$ cat config.mk
export PLATFORM = sky130hd
export DESIGN_NAME = fetch_unit_flat
export DESIGN_NICKNAME = d
export VERILOG_FILES = /design/src/rtl/fetch_unit_if.sv /design/src/rtl/fetch_unit.sv /design/src/flat_wrapper.sv
export SDC_FILE = /design/constraint.sdc
export NUM_CORES = 1
export LEC_CHECK = 0
export ABC_AREA = 1
export BUFFER_PORTS_ARGS = -buffer_cell sky130_fd_sc_hd__clkbuf_2
export CAP_MARGIN = 20
export CORE_MARGIN = 2
export CORE_UTILIZATION = 51
export CTS_CLUSTER_SIZE = 40
export DETAILED_ROUTE_END_ITERATION = 12
export PLACE_DENSITY = 0.84
export SKIP_CTS_REPAIR_TIMING = 1
export SYNTH_ARGS = -nofsm -noshare
export SYNTH_HDL_FRONTEND = slang
export SYNTH_SLANG_ARGS = --single-unit
$ cat constraint.sdc
create_clock -name clk_i -period 4.6 [get_ports clk_i]
set_clock_uncertainty 0.2 [all_clocks]
set_input_delay 0.46 -clock clk_i [delete_from_list [all_inputs] [get_ports clk_i]]
set_output_delay 0.46 -clock clk_i [all_outputs]
set_load 0.1 [all_outputs]
$ cat src/rtl/fetch_unit_if.sv
`default_nettype none
// ============================================================================
//  Module      : fetch_unit_if
//  Description : Control, ROM and decoder-facing signal bundle for fetch_unit.
//                The slave modport is the fetch unit's view of the bundle.
//                The master modport is the view of the surrounding
//                core/decoder/ROM.
//  Revision    : 1.0 - initial release
// ============================================================================
interface fetch_unit_if;
    logic       start_i;
    logic       stall_i;
    logic       branch_en_i;
    logic [6:0] branch_target_i;
    logic       halt_i;
    logic [7:0] rom_data_i;
    logic [6:0] rom_addr_o;
    logic [6:0] pc_o;
    logic [7:0] instr_o;
    logic       instr_valid_o;
    logic       done_o;

    modport slave (
        input  start_i,
        input  stall_i,
        input  branch_en_i,
        input  branch_target_i,
        input  halt_i,
        input  rom_data_i,
        output rom_addr_o,
        output pc_o,
        output instr_o,
        output instr_valid_o,
        output done_o
    );

    modport master (
        output start_i,
        output stall_i,
        output branch_en_i,
        output branch_target_i,
        output halt_i,
        output rom_data_i,
        input  rom_addr_o,
        input  pc_o,
        input  instr_o,
        input  instr_valid_o,
        input  done_o
    );
endinterface
`default_nettype wire

$ cat src/rtl/fetch_unit.sv
`default_nettype none
// ============================================================================
//  Module      : fetch_unit
//  Description : Sequential instruction fetch from a combinational 128-entry
//                ROM, with stall, branch redirect (one-cycle bubble) and a
//                sticky halt state. Reset is asynchronous and active-low.
//  Revision    : 1.0 - initial release
// ============================================================================
module fetch_unit (
    input  wire         clk_i,
    input  wire         rst_n_i,
    fetch_unit_if.slave bus
);

    typedef enum logic [1:0] {
        ST_IDLE = 2'd0,
        ST_RUN  = 2'd1,
        ST_HALT = 2'd2
    } state_t;

    state_t     r_state;
    logic [6:0] r_pc;
    logic [7:0] r_instr;
    logic       r_valid;
    logic       r_done;

    // Decoder requests are honoured only for a live instruction in RUN.
    logic w_halt_req;
    logic w_branch_req;

    assign w_halt_req   = bus.halt_i      && r_valid;
    assign w_branch_req = bus.branch_en_i && r_valid;

    // Fetch state machine: halt > branch > stall > sequential fetch.
    always_ff @(posedge clk_i or negedge rst_n_i) begin
        if (!rst_n_i) begin
            r_state <= ST_IDLE;
            r_pc    <= 7'd0;
            r_instr <= 8'h00;
            r_valid <= 1'b0;
            r_done  <= 1'b0;
        end else begin
            case (r_state)
                ST_IDLE: begin
                    if (bus.start_i) begin
                        r_state <= ST_RUN;
                    end
                end
                ST_RUN: begin
                    if (w_halt_req) begin
                        r_state <= ST_HALT;
                        r_valid <= 1'b0;
                        r_done  <= 1'b1;
                    end else if (w_branch_req) begin
                        // The sequential fetch of this cycle is discarded.
                        r_pc    <= bus.branch_target_i;
                        r_valid <= 1'b0;
                    end else if (!bus.stall_i) begin
                        r_instr <= bus.rom_data_i;
                        r_valid <= 1'b1;
                        r_pc    <= r_pc + 7'd1;
                    end
                end
                ST_HALT: begin
                    r_state <= ST_HALT;
                end
                default: begin
                    r_state <= ST_IDLE;
                end
            endcase
        end
    end

    assign bus.pc_o          = r_pc;
    assign bus.rom_addr_o    = r_pc;
    assign bus.instr_o       = r_instr;
    assign bus.instr_valid_o = r_valid;
    assign bus.done_o        = r_done;

endmodule
`default_nettype wire

$ cat src/flat_wrapper.sv
// flat-port wrapper written by rule: the top's interface ports become plain ports
module fetch_unit_flat 
  (clk_i, rst_n_i, bus_start_i, bus_stall_i, bus_branch_en_i, bus_branch_target_i, bus_halt_i, bus_rom_data_i, bus_rom_addr_o, bus_pc_o, bus_instr_o, bus_instr_valid_o, bus_done_o);
  fetch_unit_if bus_i ();
  input  wire clk_i;
  input  wire rst_n_i;
  input wire logic [$bits(bus_i.start_i)-1:0] bus_start_i;
  input wire logic [$bits(bus_i.stall_i)-1:0] bus_stall_i;
  input wire logic [$bits(bus_i.branch_en_i)-1:0] bus_branch_en_i;
  input wire logic [$bits(bus_i.branch_target_i)-1:0] bus_branch_target_i;
  input wire logic [$bits(bus_i.halt_i)-1:0] bus_halt_i;
  input wire logic [$bits(bus_i.rom_data_i)-1:0] bus_rom_data_i;
  output wire logic [$bits(bus_i.rom_addr_o)-1:0] bus_rom_addr_o;
  output wire logic [$bits(bus_i.pc_o)-1:0] bus_pc_o;
  output wire logic [$bits(bus_i.instr_o)-1:0] bus_instr_o;
  output wire logic [$bits(bus_i.instr_valid_o)-1:0] bus_instr_valid_o;
  output wire logic [$bits(bus_i.done_o)-1:0] bus_done_o;
  assign bus_i.start_i = bus_start_i;
  assign bus_i.stall_i = bus_stall_i;
  assign bus_i.branch_en_i = bus_branch_en_i;
  assign bus_i.branch_target_i = bus_branch_target_i;
  assign bus_i.halt_i = bus_halt_i;
  assign bus_i.rom_data_i = bus_rom_data_i;
  assign bus_rom_addr_o = bus_i.rom_addr_o;
  assign bus_pc_o = bus_i.pc_o;
  assign bus_instr_o = bus_i.instr_o;
  assign bus_instr_valid_o = bus_i.instr_valid_o;
  assign bus_done_o = bus_i.done_o;
  fetch_unit u_core (.clk_i(clk_i), .rst_n_i(rst_n_i), .bus(bus_i));
endmodule
==> flow_summary_export.csv <==
group,metric,value,unit
status,status,"completed",
timing,slew_violations,0,
layout,drive_above_1_share,0.345,
placement,io_buffers,44,
yosys,post-synth-top-area-cell,"dfrtp_1",
die,row_count,16,
placement,hpwlAfterDp,1.66,mm
placement,place_congestion,0.777,
timing,slew_headroom,0.640,
min_path,hold_path_class,"primary input to register",
timing,hold_violations,0,
worst_setup_path,crit_family,"buffers and inverters",
die,die_width,50.5,um
layout,diodes,0,
route,route.met3.wl,144,um
route,vias,964,
clock_tree,cts.path.max_buffers,2,
yosys,syn_area,1100,sq um
route,firstDrtPassIters,4,
timing,tightest_slew,542,ps
run,maxCapViolCount,0,
worst_setup_path,reg2reg_slack,2910,ps
timing,min_period,1940,ps
global_routing,grt_first_pass_wirelength,3.57,mm
timing,min_period_over_period,0.422,
layout,nets,202,
clock_tree,clock-sinks,19,
yosys,synthArstFlopShare,1.00,
worst_setup_path,cpPeakStageDelay,500,ps
yosys,yosys_warnings,0,
route,first_iter_violations,15,
worst_setup_path,cp.arrival,1280,ps
global_routing,overflow,0,
yosys,synth_seq_cells,19,
yosys,avgSynthCellArea,8.04,sq um
timing,max_freq,515,MHz
worst_setup_path,cpMaxStageDelayCell,"clkbuf_2",
timing,setup_viol,0,
die,start_util,0.550,
route,postRouteWirelength,2.11,mm
global_routing,grt_pass1_vias,851,
worst_setup_path,cp_num_cells,1,
timing,tns,0,ps
route,maxUsedRoutingLayer,"met4",
route,via_per_inst,4.73,
yosys,synth_nets,161,
route,drt-met1-wl,892,um
die,coreArea,2000,sq um
yosys,synthTopCellsByArea,"dfrtp_1, nand2_1, inv_1",
die,die_h,50.5,um
clock_tree,htree_levels,1,
yosys,synth_top_area_share,0.432,
route,routedWlPerCell,10.4,um
layout,nFillCells,186,
yosys,netlist_instances,137,
worst_setup_path,cp-end-kind,"primary output",
yosys,yosysSeqAreaShare,0.432,
route,ant_nets,0,
worst_setup_path,critical_path.cell_chain,"clkbuf_2",
yosys,synth_edf_count,0,
yosys,synth_ff_type,"dfrtp_1",
worst_setup_path,critPathKind,"register to primary output",
worst_setup_path,cp_max_fo,7,
die,ioPinCount,45,
min_path,holdPathStages,3,
yosys,yosysUniqueCellTypes,19,
global_routing,grt_max_degree,20,
layout,area_growth,20.2,%
clock_tree,cts_root_buf,"clkbuf_4",
yosys,synth_common_cells,"nand2_1, inv_1, dfrtp_1, nand3_1, nor2_1",
timing,hold_slack,171,ps
timing,grt_setup_unrepaired,"no",
route,route.detailed.drc,0,
worst_setup_path,crit_required,3940,ps
global_routing,antenna_found_initial,0,
global_routing,gr-usage-all-layers,0.187,
worst_setup_path,cp_num_buf_inv,1,
clock_tree,numCtsBuffers,3,
clock_tree,clk_pin_slew,110,ps
clock_tree,clk_latency,300,ps
clock_tree,cts_tree,"yes",
worst_setup_path,crit_path_start_kind,"register",
worst_setup_path,reg2reg_depth,5,
die,dieArea,2550,sq um
route,met2_length,1.05,mm
yosys,synth.most_common_cell,"nand2_1",
==> cell type report <==
| class | instances | area, sq um | share of cell area |
|---|---|---|---|
| Clock buffer | 3 | 22.5 | 0.0170 |
| Inverter | 22 | 82.6 | 0.0624 |
| Tap cell | 27 | 33.8 | 0.0255 |
| Multi-Input combinational cell | 87 | 474 | 0.358 |
| Clock inverter | 1 | 5.00 | 0.00378 |
| Sequential cell | 19 | 475 | 0.359 |
| Timing Repair Buffer | 45 | 230 | 0.174 |
==> per-layer routing <==
metal | global-route usage | up-vias
li1 | - | 500
met1 | 0.223 | 429
met2 | 0.329 | 33
met3 | 0.0327 | 2
met4 | 0.0811 | 0
met5 | 0 | -
==> cells in the final DEF (no fill, tap or decap) <==
master	instances
a21oi_1	1
a31o_2	1
clkbuf_2	44
clkbuf_4	3
clkinv_2	1
dfrtp_1	19
dlygate4sd3_1	1
ha_1	3
inv_1	22
nand2_1	38
nand2_2	1
nand2_4	1
nand3_1	11
nand3_4	1
nand4_4	1
nor2_1	11
o211ai_1	1
o21ai_0	7
o21ai_2	8
o21bai_1	2
==> sequential cells by signal, indices dropped and copies added, names as in the netlist <==
| signal | count |
|---|---|
| u_core.bus.done_o | 1 |
| u_core.bus.instr_o | 8 |
| u_core.bus.instr_valid_o | 1 |
| u_core.bus.pc_o | 7 |
| u_core.r_state | 2 |
==> logic make-up (layout without fill, tap and decap cells) <==
logic type               after synthesis  count (layout)  synth area share
AO/OA/AOI/OAI                         20              20             0.128
flip-flops                            19              19             0.432
adder cells (fa/ha/maj)                3               3            0.0341
buffers and inverters                 31              71             0.137
AND/OR/NAND/NOR                       64              64             0.268
==> stage by stage <==
step | utilization | instance area (sq um) | std cells | setup WS, ps
2_1_floorplan | - | 1100 | 137 | 2470
3_3_place_gp | 0.643 | 1290 | 199 | 2910
3_5_place_dp | 0.643 | 1290 | 199 | 2850
4_1_cts | 0.656 | 1310 | 203 | 2660
5_1_grt | 0.661 | 1320 | 204 | 2590
6_report | 0.661 | 1320 | 204 | 2660
==> path summary, 6_finish.rpt <==
kind | start | end
worst max register to register | u_core.bus.instr_valid_o$_DFFE_PN0P_ | u_core.bus.instr_o[7]$_DFFE_PN0P_
worst min-delay path | bus_rom_data_i[1] | u_core.bus.instr_o[1]$_DFFE_PN0P_
min in group asynchronous | rst_n_i | u_core.bus.pc_o[1]$_DFFE_PN0P_
worst min register to register | u_core.bus.done_o$_DFFE_PN0P_ | u_core.bus.done_o$_DFFE_PN0P_
max in group asynchronous | rst_n_i | u_core.bus.pc_o[3]$_DFFE_PN0P_
worst max-delay path | u_core.bus.instr_valid_o$_DFFE_PN0P_ | bus_instr_valid_o
Power is not shown: default switching activity piles up to over one toggle a cycle in this logic, so the estimate is an artifact.
